[config.mk]
export PLATFORM = sky130hd
export DESIGN_NAME = onehot_encode_fifo
export DESIGN_NICKNAME = d
export VERILOG_FILES = /design/src/rtl/onehot_encode_fifo.sv
export SDC_FILE = /design/constraint.sdc
export NUM_CORES = 1
export LEC_CHECK = 0
export CORE_MARGIN = 5
export CORE_UTILIZATION = 54
export CTS_CLUSTER_DIAMETER = 40
export DETAILED_ROUTE_END_ITERATION = 8
export PLACE_DENSITY = 0.9
export SETUP_SLACK_MARGIN = 0.1
export SLEW_MARGIN = 20
export SYNTH_ARGS = -nofsm -noshare
export SYNTH_HDL_FRONTEND = slang
export SYNTH_SLANG_ARGS = --single-unit
[constraint.sdc]
create_clock -name clk -period 5.7 [get_ports clk]
set_clock_uncertainty 0.05 [all_clocks]
set_input_delay 1.14 -clock clk [delete_from_list [all_inputs] [get_ports clk]]
set_output_delay 1.14 -clock clk [all_outputs]
set_load 0.02 [all_outputs]
[src/rtl/onehot_encode_fifo.sv]
// Checks decoder output for one-hot legality and encodes legal codes to an index.
// Legal indices are queued in a small FIFO; illegal codes raise a sticky flag and are counted.
module onehot_encode_fifo #(
  parameter  int WIDTH = 8,
  parameter  int DEPTH = 4,
  localparam int IDX_W = $clog2(WIDTH),
  localparam int PTR_W = $clog2(DEPTH),
  localparam int CNT_W = $clog2(DEPTH) + 1
) (
  input  logic             clk,
  input  logic             rst_n,
  input  logic             dec_en,
  input  logic [WIDTH-1:0] dec_out,
  output logic             in_ready,
  output logic             out_valid,
  input  logic             out_ready,
  output logic [IDX_W-1:0] out_idx,
  output logic [CNT_W-1:0] count,
  output logic             err_illegal,
  input  logic             err_clr,
  output logic [7:0]       illegal_cnt,
  output logic [7:0]       drop_cnt
);

  logic [DEPTH-1:0][IDX_W-1:0] mem;
  logic [PTR_W-1:0]            wr_ptr, rd_ptr;
  logic                        onehot, legal, illegal, push, pop;
  logic [IDX_W-1:0]            enc_idx;

  // Exactly one bit set: non-zero and clearing the lowest set bit leaves nothing.
  assign onehot  = (dec_out != '0) && ((dec_out & (dec_out - WIDTH'(1))) == '0);
  assign legal   = dec_en && onehot;
  assign illegal = (dec_en && !onehot) || (!dec_en && (dec_out != '0));

  always_comb begin
    enc_idx = '0;
    for (int i = 0; i < WIDTH; i++)
      if (dec_out[i]) enc_idx = enc_idx | IDX_W'(i);
  end

  // Gated by rst_n so the decoder side sees no acceptance while held in reset.
  assign in_ready  = rst_n && (count < CNT_W'(DEPTH));
  assign out_valid = (count != '0);
  assign out_idx   = mem[rd_ptr];
  assign push      = legal && in_ready;
  assign pop       = out_valid && out_ready;

  always_ff @(posedge clk or negedge rst_n) begin
    if (!rst_n) begin
      mem    <= '0;
      wr_ptr <= '0;
      rd_ptr <= '0;
      count  <= '0;
    end else begin
      if (push) begin
        mem[wr_ptr] <= enc_idx;
        wr_ptr      <= wr_ptr + PTR_W'(1);
      end
      if (pop) rd_ptr <= rd_ptr + PTR_W'(1);
      if (push && !pop)      count <= count + CNT_W'(1);
      else if (pop && !push) count <= count - CNT_W'(1);
    end
  end

  always_ff @(posedge clk or negedge rst_n) begin
    if (!rst_n) begin
      err_illegal <= 1'b0;
      illegal_cnt <= '0;
      drop_cnt    <= '0;
    end else begin
      if (illegal)      err_illegal <= 1'b1;
      else if (err_clr) err_illegal <= 1'b0;
      if (illegal && illegal_cnt != 8'hFF)          illegal_cnt <= illegal_cnt + 8'd1;
      if (legal && !in_ready && drop_cnt != 8'hFF)  drop_cnt    <= drop_cnt + 8'd1;
    end
  end

endmodule

# ---- Word level (Yosys, flattened, before mapping)
# Cells that the tools add are included.
# Widths: inputs -> output; s select.
dict set report classes {
  addsub 7
  order_cmp 4
  n_eq_ne 2
  n_mux 16
  n_bitwise 1
  reduce_logical 24
}
# cell n
set ops {}
lappend ops {{$mux 3} 8}
lappend ops {{$add 8x1->8 const B} 2}
lappend ops {{$ne 8x8->1 const B} 2}
lappend ops {{$logic_and 1x1->1} 13}
lappend ops {{$bwmux 12} 1}
lappend ops {{$and 8x8->8} 1}
lappend ops {{$logic_not 8->1} 1}
lappend ops {{$reduce_bool 8->1} 1}
lappend ops {{$sub 8x1->8 const B} 1}
lappend ops {{$bmux 3 s2} 1}
lappend ops {{$demux 3 s2} 1}
lappend ops {{$lt 2x3->1 const B} 2}
lappend ops {{$logic_not 1->1} 5}
lappend ops {{$add 2x1->2 const B} 2}
lappend ops {{$mux 2} 2}
lappend ops {{$reduce_bool 2->1} 2}
lappend ops {{$add 3x1->3 const B} 1}
lappend ops {{$lt 3x3->1 const B} 1}
lappend ops {{$mux 1} 3}
lappend ops {{$reduce_bool 3->1} 1}
lappend ops {{$sub 3x1->3 const B} 1}
lappend ops {{$ge 2x1->1 const B} 1}
lappend ops {{$logic_or 1x1->1} 1}
dict set report word_totals {
  regBits 36
  inputBits 13
  out_inout_bits 25
  elab_cells 64
}

# ---- Longest topological paths before layout
# Gate-level depths: netlist of run 1.
dict set report depth {
  ltp_word 10
  mapped_depth 12
  depth_no_buf 11
}

# ---- Worst setup path after synthesis of run 1
# OpenSTA, ideal clock, no wires.
dict set report synth_timing {
  path_type {input-to-reg}
  from {in dec_out[2]}
  to {reg count[2]}
  setup_time_ps 80
  arrival_time_ps 3421
  t_required_ps 5570
  path_slack_ps 2149
  cell_stages 11
  path_buffers 0
  cell_sequence {or4_4 > a2111oi_0 > a221o_2 > o21bai_4 > nor2_4 > ha_1 > inv_1 > fa_1 > xor2_1 > nor2_1 > xor2_1}
}
dict set report synth_via {
  elab_chain_cells 9
  word_cells_on_any_way 12
  cone_classes {add/sub (1); mux (1); bitwise (1); reduce/logical (9)}
}
# item line
set synth_rtl {}
lappend synth_rtl {{start, declared} 13} ;# input logic [WIDTH-1:0] dec_out,
lappend synth_rtl {{$sub 8x1->8} 31} ;# assign onehot = (dec_out != '0) && ((dec_out & (dec_out - WIDTH'(1))) == '0);
lappend synth_rtl {{$and 8x8->8} 31}
lappend synth_rtl {{$logic_not 8->1} 31}
lappend synth_rtl {{$logic_and 1x1->1 (*)} 31}
lappend synth_rtl {{$logic_and 1x1->1 (*)} 32} ;# assign legal = dec_en && onehot;
lappend synth_rtl {{$logic_and 1x1->1 (*)} 45} ;# assign push = legal && in_ready;
lappend synth_rtl {{named net push} 27} ;# logic onehot, legal, illegal, push, pop;
lappend synth_rtl {{$logic_not 1->1} 61} ;# else if (pop && !push) count <= count - CNT_W'(1);
lappend synth_rtl {{$logic_and 1x1->1} 61}
lappend synth_rtl {{$reduce_bool 2->1 (no source line)} n/a}
lappend synth_rtl {{end signal, assigned} 60} ;# if (push && !pop) count <= count + CNT_W'(1);
lappend synth_rtl {{end signal, assigned} 61}
lappend synth_rtl {{end, declared} 18} ;# output logic [CNT_W-1:0] count,
# Mark *: on every way through the listed nets, which the timed path passes. The rest lies on a longest branch.
# A chain may end at the register's enable or synchronous reset.

# ---- Final worst setup path of run 1
dict set report layout_timing {
  from {in dec_out[3]}
  to {reg count[2]}
}
# The elaborated chain is that of the path after synthesis.

==> results.sh, run 1 <==
export IMPL_vias_in_the_first_global_route=1383
export IMPL_timing_worst_setup_path_type="primary input to flip-flop"
export IMPL_final_seq_area_um2=900.9
export IMPL_max_freq_mhz=258.3
export IMPL_place_congestion=0.7960
export IMPL_cp_required_ns=5.92
export IMPL_grt_pass1_wl_um=6492
export IMPL_worstMarginPinSlew_ns=0.7742
export IMPL_overflow=0
export IMPL_power_switching_uw=322.3
export IMPL_grt_use_total=0.1898
export IMPL_post_route_cells_drive_above_1_share=0.1058
export IMPL_drv_slew=0
export IMPL_tritoncts_num_sinks=36
export IMPL_fraction_of_synthesis_flops_using_an_asynchronous_set_or_reset_pin=1.000
export IMPL_initial_standard_cell_utilization_of_the_core=0.5534
export IMPL_ctsHtreeMaxLevel=2
export IMPL_tritoncts_num_buffers=5
export IMPL_port_buffers=37
export IMPL_power_sequential_fraction=0.425
export IMPL_num_nets_final=228
export IMPL_worst_ir_drop_vdd_uv=246.1
export IMPL_power_report_internal_total_uw=607.4
export IMPL_ys_seq_area_frac=0.4878
export IMPL_io_pins=38
export IMPL_cp_arrival_ns=4.10
export IMPL_syn2layout_area_growth_pct=26.42
export IMPL_min_period_over_period=0.6792
export IMPL_via_per_inst=5.386
export IMPL_postSynthNetCount=185
export IMPL_drc=0
export IMPL_worst_path_max_fanout=9
export IMPL_ys_warn_count=0
export IMPL_synth_lib_cells_used_distinct=38
export IMPL_worst_min_delay_path_class="flip-flop to flip-flop"
export IMPL_cts_tree="built"
export IMPL_final_setup_viol_count=0
export IMPL_drv_cap=0
export IMPL_rsz0062_at_grt="no"
export IMPL_design_die_area_um2=4690
export IMPL_cts_hold_repair_buffers=0
export IMPL_netlist_top_cells_area="sky130_fd_sc_hd__dfrtp_1, sky130_fd_sc_hd__xnor2_1, sky130_fd_sc_hd__ha_1"
export IMPL_n_antenna_cell=0
export IMPL_wl_per_cell_um=14.46
export IMPL_run_status="completed"
export IMPL_clkLatencyLatePin_ns=0.34
export IMPL_fin_tns_setup_ns=0
export IMPL_multi_input_comb_area_um2=892.1
export IMPL_synthDominantCellAreaShare=0.4878
export IMPL_core_area_um2=3337
export IMPL_synthFlopType="sky130_fd_sc_hd__dfrtp_1"
export IMPL_first_iter_violations=74
export IMPL_floorplan_die_height_um=68.48
export IMPL_power_per_cell_area_nw_per_um2=398.2
export IMPL_synthMostInstantiatedCell="sky130_fd_sc_hd__dfrtp_1"
export IMPL_clk_path_buf_depth=2
export IMPL_post_synth_cell_area_avg_um2=11.26
export IMPL_synthCells=164
export IMPL_cts_repair_resized=0
export IMPL_hold_viol_final=0
export IMPL_placement_cell_area_um2=2258
export IMPL_num_fill_cells=260
export IMPL_net_sw_frac=0.3467
export IMPL_cts_post_setup_buffers_inserted=0
export IMPL_initial_antenna_violation_count=0
export IMPL_router_iterations_before_antenna_repair=4
export IMPL_final_design_area_no_fill_um2=2335
export IMPL_clkSlewWorstSetupHoldPaths_ns=0.11
export IMPL_p_comb_frac=0.385
export IMPL_finalWorstPathRequiredPeriod_ns=3.872
export IMPL_clock_power_share=0.189
export IMPL_post_dp_hpwl_um=2826
export IMPL_leakage_uw=0.001022
export IMPL_netlist_area_um2=1847
export IMPL_synth_top_area_cell="sky130_fd_sc_hd__dfrtp_1"
export IMPL_routed_via_count=1368
export IMPL_kind_of_start_point_of_the_critical_path="primary input"
export IMPL_route_final_wire_length_um=3673
export IMPL_grt_start_max_net_pins=37
export IMPL_die_x_um=68.48
export IMPL_detail_route_antenna_nets=0
export IMPL_max_slew_margin_rel=0.4791
export IMPL_placementRows=21
export IMPL_crit_path_end_kind="flip-flop"
export IMPL_clockRootBuffer="sky130_fd_sc_hd__clkbuf_4"
export IMPL_count_of_state_elements_after_synthesis=36
export IMPL_ys_top_cells_by_count="sky130_fd_sc_hd__dfrtp_1, sky130_fd_sc_hd__nand2_1, sky130_fd_sc_hd__o21ai_0, sky130_fd_sc_hd__xnor2_1"
export IMPL_synth_edff_count=0
[cells by family after synthesis]
| logic type | synth area share |
|---|---|
| xor gates and xnor gates | 0.09485 |
| DFF | 0.4878 |
| muxes | 0.06504 |
| AOI/OAI and AO/OA | 0.09282 |
| and+or+nand+nor | 0.1721 |
| buffers and inverters | 0.02913 |
| adders and majority gates | 0.05826 |
[worst max-delay path, stage by stage]
cell and delay [ns]:
sky130_fd_sc_hd__clkdlybuf4s50_1 0.48, sky130_fd_sc_hd__or4_4 0.57, sky130_fd_sc_hd__a2111oi_0 0.30, sky130_fd_sc_hd__a221o_2 0.28, sky130_fd_sc_hd__o21bai_4 0.14, sky130_fd_sc_hd__nor2_4 0.15, sky130_fd_sc_hd__ha_1 0.19, sky130_fd_sc_hd__inv_1 0.06
sky130_fd_sc_hd__fa_1 0.37, sky130_fd_sc_hd__xor2_1 0.15, sky130_fd_sc_hd__nor2_1 0.11, sky130_fd_sc_hd__xor2_1 0.16
[layout make-up]
class                           instances  area share
Sequential cell                        36      0.3859
Multi-Input combinational cell        118      0.3821
Timing Repair Buffer                   38      0.1618
Tap cell                               46     0.02465
Clock buffer                            6     0.01768
Clock inverter                          2     0.01501
Inverter                                8     0.01286
[final timing paths]
kind / start / endpoint / slack, ns / cells after the start
setup / recovery: dec_out[3] / count[2] / 1.83 / 12
hold / removal: mem[5] / mem[5] / 0.44 / 2
setup reg to reg: count[2] / count[2] / 3.56 / 8
hold reg to reg: mem[5] / mem[5] / 0.44 / 2
max in group asynchronous: rst_n / err_illegal / 4.02 / 2
min in group asynchronous: rst_n / drop_cnt[3] / 1.26 / 2
[cells in the final DEF (no fill, tap or decap), types with 4 or more instances in the layout]
cell type	n
sky130_fd_sc_hd__and3_1	4
sky130_fd_sc_hd__clkbuf_4	5
sky130_fd_sc_hd__clkdlybuf4s50_1	37
sky130_fd_sc_hd__dfrtp_1	36
sky130_fd_sc_hd__ha_1	7
sky130_fd_sc_hd__inv_1	8
sky130_fd_sc_hd__nand2_1	15
sky130_fd_sc_hd__nand3_1	8
sky130_fd_sc_hd__nand4_1	4
sky130_fd_sc_hd__nor2_1	8
sky130_fd_sc_hd__o211ai_1	4
sky130_fd_sc_hd__o21ai_0	13
sky130_fd_sc_hd__xnor2_1	12
sky130_fd_sc_hd__xor2_1	8
[layer usage]
| layer | share of wire | GRT usage |
|---|---|---|
| met5 | 0 | 0 |
| met3 | 0.042 | 0.05090 |
| met4 | 0.017 | 0.07444 |
| met1 | 0.47 | 0.2600 |
| met2 | 0.47 | 0.2849 |
[power by group through the flow]
stage / sequential (uW) / combinational (uW) / clock (uW)
detailed placement: 402 / 361 / 0
CTS: 397 / 364 / 180
global route: 408 / 395 / 191
floorplan: 433 / 169 / 0
finish: 396 / 358 / 176
global placement: 398 / 356 / 0
[through the flow]
stage                     instances    util  power [uW]  worst slack (ns)  hold slack [ns]
final                           254  0.6997       929.7             1.828           0.4388
after global routing            254  0.6997       993.7             1.562           0.4646
after CTS                       254  0.6997       941.7             1.826           0.4401
after detailed placement        246  0.6768       762.9             1.464           0.4158
after global placement          246  0.6768       753.7             1.567           0.4085
after floorplan                 164       -       601.9             2.149           0.3946
[sequential cells by signal, summed over array words and instances (netlist names)]
| signal | flops |
|---|---|
| illegal_cnt | 8 |
| err_illegal | 1 |
| wr_ptr | 2 |
| count | 3 |
| drop_cnt | 8 |
| mem | 12 |
| rd_ptr | 2 |
Power figures use the tool's default switching activity.
==> run 2: changes to the inputs <==
CORE_UTILIZATION = 46   (was 54)
PLACE_DENSITY = 0.82   (was 0.9)
clock period = 3.5 ns   (was 5.7 ns; I/O delays follow)
==> results.sh, run 2 (synthesized netlist as in run 1, its figures left out) <==
export IMPL_run_status="completed"
export IMPL_drc=0
export IMPL_hold_viol_final=0
export IMPL_design_die_area_um2=5382
export IMPL_leakage_uw=0.001081
export IMPL_initial_antenna_violation_count=0
export IMPL_rsz0062_at_grt="no"
export IMPL_grt_start_max_net_pins=37
export IMPL_cts_hold_repair_buffers=0
export IMPL_router_iterations_before_antenna_repair=4
export IMPL_count_of_buffer_and_inverter_cells_on_the_critical_path=2
export IMPL_clkLatencyLatePin_ns=0.29
export IMPL_path_delay_family="simple AND/OR/NAND/NOR gates"
export IMPL_crit_path_end_kind="flip-flop"
export IMPL_clockRootBuffer="sky130_fd_sc_hd__clkbuf_8"
export IMPL_kind_of_start_point_of_the_critical_path="primary input"
export IMPL_syn2layout_area_growth_pct=32.25
export IMPL_initial_standard_cell_utilization_of_the_core=0.4684
export IMPL_final_cell_count_no_fill=269
export IMPL_ctsHtreeMaxLevel=2
export IMPL_worstMarginPinSlew_ns=0.6796
export IMPL_io_pins=38
export IMPL_tritoncts_num_sinks=36
export IMPL_route_final_wire_length_um=3884
export IMPL_cp_slowest_cell="sky130_fd_sc_hd__or4_4"
export IMPL_num_nets_final=239
export IMPL_port_buffers=37
export IMPL_cp_arrival_ns=3.25
export IMPL_detail_route_antenna_nets=0
export IMPL_clkSlewWorstSetupHoldPaths_ns=0.07
export IMPL_first_iter_violations=43
export IMPL_finalPower_uw=1537
export IMPL_commonest_non_fill_non_tap_cells_in_the_layout="sky130_fd_sc_hd__clkdlybuf4s50_1, sky130_fd_sc_hd__dfrtp_1, sky130_fd_sc_hd__nand2_1"
export IMPL_via_per_inst=5.253
export IMPL_core_area_um2=3943
export IMPL_largestRegisters="mem x12, drop_cnt x8, illegal_cnt x8"
export IMPL_final_setup_viol_count=0
export IMPL_drv_slew=0
export IMPL_power_per_cell_area_nw_per_um2=629.2
export IMPL_worst_path_largest_cell_delay_ns=0.57
export IMPL_post_dp_hpwl_um=2931
export IMPL_min_period_over_period=0.8947
export IMPL_post_place_cells=261
export IMPL_finalWorstSetupSlack_ns=0.3687
export IMPL_place_congestion=0.8466
export IMPL_drv_cap=0
export IMPL_placementRows=23
export IMPL_floorplan_die_height_um=73.36
export IMPL_cts_repair_resized=0
export IMPL_max_freq_mhz=319.4
export IMPL_grt_pass1_wl_um=6548
export IMPL_finalWorstPathRequiredPeriod_ns=3.131
export IMPL_worst_path_max_fanout=4
export IMPL_timing_worst_setup_path_type="primary input to flip-flop"
export IMPL_cts_post_setup_buffers_inserted=0
export IMPL_wl_per_cell_um=14.44
export IMPL_die_x_um=73.36
export IMPL_worst_ir_drop_vdd_uv=433.1
export IMPL_grt_use_total=0.1614
export IMPL_n_antenna_cell=0
export IMPL_flip_flop_count_of_the_largest_register_after_layout=12
export IMPL_worst_min_delay_path_class="flip-flop to flip-flop"
export IMPL_clk_path_buf_depth=2
export IMPL_cts_tree="built"
export IMPL_worst_hold_slack_ns=0.4321
export IMPL_timing_critical_path_cells="clkdlybuf4s50_1, or4_4, a221o_2, o21bai_4, nor2_4, ha_1, inv_1, fa_1, mux2_2"
export IMPL_leading_cell_type_in_the_layout_fill_and_taps_excluded="sky130_fd_sc_hd__clkdlybuf4s50_1"
export IMPL_top_register="mem"
export IMPL_routed_via_count=1413
export IMPL_vias_in_the_first_global_route=1464
export IMPL_max_slew_margin_rel=0.5410
export IMPL_tritoncts_num_buffers=5
export IMPL_num_fill_cells=305
export IMPL_cp_required_ns=3.62
export IMPL_pre_cts_slack_ns=-0.001922
export IMPL_overflow=0
export IMPL_post_route_cells_drive_above_1_share=0.1507
[run 2: path summary, 6_finish.rpt]
check / from / end / slack, ns / cells past startpoint
hold reg to reg: mem[3] / mem[3] / 0.43 / 2
setup / recovery: dec_out[2] / count[1] / 0.37 / 9
hold / removal: mem[3] / mem[3] / 0.43 / 2
setup reg to reg: count[0] / count[2] / 1.34 / 8
max in group asynchronous: rst_n / err_illegal / 2.23 / 2
min in group asynchronous: rst_n / drop_cnt[6] / 0.87 / 2
[run 2: per-layer routing]
metal  part of all wire  track usage  vias up
met3              0.032      0.04651        7
li1                   -            -      688
met4              0.017      0.07042        0
met1               0.44       0.2018      698
met2               0.51       0.2602       20
met5                  0            0        -
[run 2: cell type report]
cell class / instances / area [um^2] / area share
tap: 50 / 62.56 / 0.02561
multi-input combinational: 118 / 898.4 / 0.3678
sequential: 36 / 900.9 / 0.3689
timing repair buffer: 49 / 460.4 / 0.1885
inverter: 8 / 30.03 / 0.01230
clock buffer: 8 / 90.09 / 0.03689
[run 2: tightest hold or removal path: stages (launching register included)]
cell                      delay [ns]
sky130_fd_sc_hd__dfrtp_1        0.34
sky130_fd_sc_hd__nand2_1        0.05
sky130_fd_sc_hd__o21ai_0        0.06
[run 2: stage by stage]
| stage | instance area (um^2) | TNS, ns | util |
|---|---|---|---|
| 4_1_cts | 2436 | 0 | 0.6179 |
| 6_report | 2442 | 0 | 0.6195 |
| 3_5_place_dp | 2346 | -0.001922 | 0.5950 |
| 3_3_place_gp | 2346 | 0 | 0.5950 |
| 5_1_grt | 2442 | 0 | 0.6195 |
| 2_1_floorplan | 1847 | 0 | - |
[run 2: report_power, final]
group	leakage [uW]	internal, uW	switching [uW]	total [uW]
logic	0.000571	320	270	590
registers	0.000464	525	122	647
clock network	0.0000455	160	140	300
==> run 3: changes to the inputs <==
CAP_MARGIN = 10   (was unset)
RECOVER_POWER = 25   (was unset)
SETUP_SLACK_MARGIN = 0.15   (was 0.1)
==> results.sh, run 3 (synthesized netlist as in run 1, its figures left out) <==
export IMPL_first_iter_violations=43
export IMPL_max_freq_mhz=319.3
export IMPL_worst_path_largest_cell_delay_ns=0.57
export IMPL_via_per_inst=5.242
export IMPL_core_area_um2=3943
export IMPL_cp_arrival_ns=3.25
export IMPL_cts_tree="built"
export IMPL_largestRegisters="mem x12, drop_cnt x8, illegal_cnt x8"
export IMPL_cp_required_ns=3.62
export IMPL_max_slew_margin_rel=-0.2412
export IMPL_wl_per_cell_um=14.42
export IMPL_detail_route_antenna_nets=0
export IMPL_commonest_non_fill_non_tap_cells_in_the_layout="sky130_fd_sc_hd__dfrtp_1, sky130_fd_sc_hd__clkdlybuf4s50_1, sky130_fd_sc_hd__nand2_1"
export IMPL_clockRootBuffer="sky130_fd_sc_hd__clkbuf_8"
export IMPL_post_dp_hpwl_um=2931
export IMPL_initial_antenna_violation_count=0
export IMPL_min_period_over_period=0.8947
export IMPL_timing_worst_setup_path_type="primary input to flip-flop"
export IMPL_io_pins=38
export IMPL_count_of_buffer_and_inverter_cells_on_the_critical_path=2
export IMPL_die_x_um=73.36
export IMPL_design_die_area_um2=5382
export IMPL_finalWorstPathRequiredPeriod_ns=3.131
export IMPL_grt_use_total=0.1614
export IMPL_layout_core_utilization=0.6185
export IMPL_clkSlewWorstSetupHoldPaths_ns=0.07
export IMPL_leakage_uw=0.001077
export IMPL_leading_cell_type_in_the_layout_fill_and_taps_excluded="sky130_fd_sc_hd__dfrtp_1"
export IMPL_worst_ir_drop_vdd_uv=433.1
export IMPL_route_final_wire_length_um=3879
export IMPL_drv_cap=1
export IMPL_worstMarginPinSlew_ns=1.862
export IMPL_tritoncts_num_sinks=36
export IMPL_vias_in_the_first_global_route=1464
export IMPL_drv_slew=37
export IMPL_worst_hold_slack_ns=0.4321
export IMPL_tritoncts_num_buffers=5
export IMPL_flip_flop_count_of_the_largest_register_after_layout=12
export IMPL_crit_path_end_kind="flip-flop"
export IMPL_initial_standard_cell_utilization_of_the_core=0.4684
export IMPL_placementRows=23
export IMPL_port_buffers=37
export IMPL_router_iterations_before_antenna_repair=4
export IMPL_cts_post_setup_buffers_inserted=0
export IMPL_rsz0062_at_grt="no"
export IMPL_grt_pass1_wl_um=6548
export IMPL_n_antenna_cell=0
export IMPL_ctsHtreeMaxLevel=2
export IMPL_worst_min_delay_path_class="flip-flop to flip-flop"
export IMPL_finalPower_uw=1535
export IMPL_clk_path_buf_depth=2
export IMPL_power_per_cell_area_nw_per_um2=629.6
export IMPL_cts_hold_repair_buffers=0
export IMPL_timing_critical_path_cells="clkdlybuf4s50_1, or4_4, a221o_2, o21bai_4, nor2_4, ha_1, inv_1, fa_1, mux2_2"
export IMPL_hold_viol_final=0
export IMPL_failed_checks="max-capacitance violations, max-slew violations"
export IMPL_floorplan_die_height_um=73.36
export IMPL_syn2layout_area_growth_pct=32.05
export IMPL_worst_path_max_fanout=4
export IMPL_cp_slowest_cell="sky130_fd_sc_hd__or4_4"
export IMPL_path_delay_family="simple AND/OR/NAND/NOR gates"
export IMPL_drc=0
export IMPL_overflow=0
export IMPL_cts_repair_resized=0
export IMPL_num_nets_final=239
export IMPL_place_congestion=0.8466
export IMPL_kind_of_start_point_of_the_critical_path="primary input"
export IMPL_grt_start_max_net_pins=37
export IMPL_post_route_cells_drive_above_1_share=0.1461
export IMPL_routed_via_count=1410
export IMPL_final_setup_viol_count=0
export IMPL_top_register="mem"
export IMPL_run_status="finished, violations left"
export IMPL_clkLatencyLatePin_ns=0.29
==> run 3: per-layer routing <==
| layer | GRT usage | wire length, um |
|---|---|---|
| met2 | 0.2602 | 1987 |
| met1 | 0.2018 | 1701 |
| met5 | 0 | 0 |
| met4 | 0.07042 | 65 |
| met3 | 0.04651 | 124 |
==> run 3: stage by stage <==
stage | TNS, ns | instance area [um^2] | std cells | setup WS [ns]
floorplan | 0 | 1847 | 164 | 0.3892
global placement | 0 | 2346 | 261 | 0.05578
detailed placement | -0.001922 | 2346 | 261 | -0.001922
CTS | 0 | 2436 | 269 | 0.2568
global route | 0 | 2439 | 269 | 0.1637
finish | 0 | 2439 | 269 | 0.3685
==> run 3: area by class of cell <==
| class | count | area (um^2) |
|---|---|---|
| Fill cell | 305 | 1504 |
| Clock buffer | 8 | 90.09 |
| Multi-Input combinational cell | 118 | 898.4 |
| Inverter | 8 | 30.03 |
| Timing Repair Buffer | 49 | 456.7 |
| Tap cell | 50 | 62.56 |
| Sequential cell | 36 | 900.9 |
==> run 3: worst paths after layout <==
check | start | endpoint | slack, ns | cells past startpoint
min reg2reg | mem[3] | mem[3] | 0.43 | 2
max in group asynchronous | rst_n | err_illegal | 0.84 | 2
max | dec_out[2] | count[1] | 0.37 | 9
min in group asynchronous | rst_n | drop_cnt[6] | 1.50 | 2
min | mem[3] | mem[3] | 0.43 | 2
max reg2reg | count[0] | count[2] | 1.34 | 8
==> run 3: worst min-delay path, stage by stage, from the launching register on <==
cell	delay, ns
sky130_fd_sc_hd__dfrtp_1	0.34
sky130_fd_sc_hd__nand2_1	0.05
sky130_fd_sc_hd__o21ai_0	0.06
==> run 3: report_power, final <==
part	switching, uW	internal [uW]	total [uW]
clock network	140	160	300
registers	122	525	647
logic	269	319	588
total	531	1000	1540
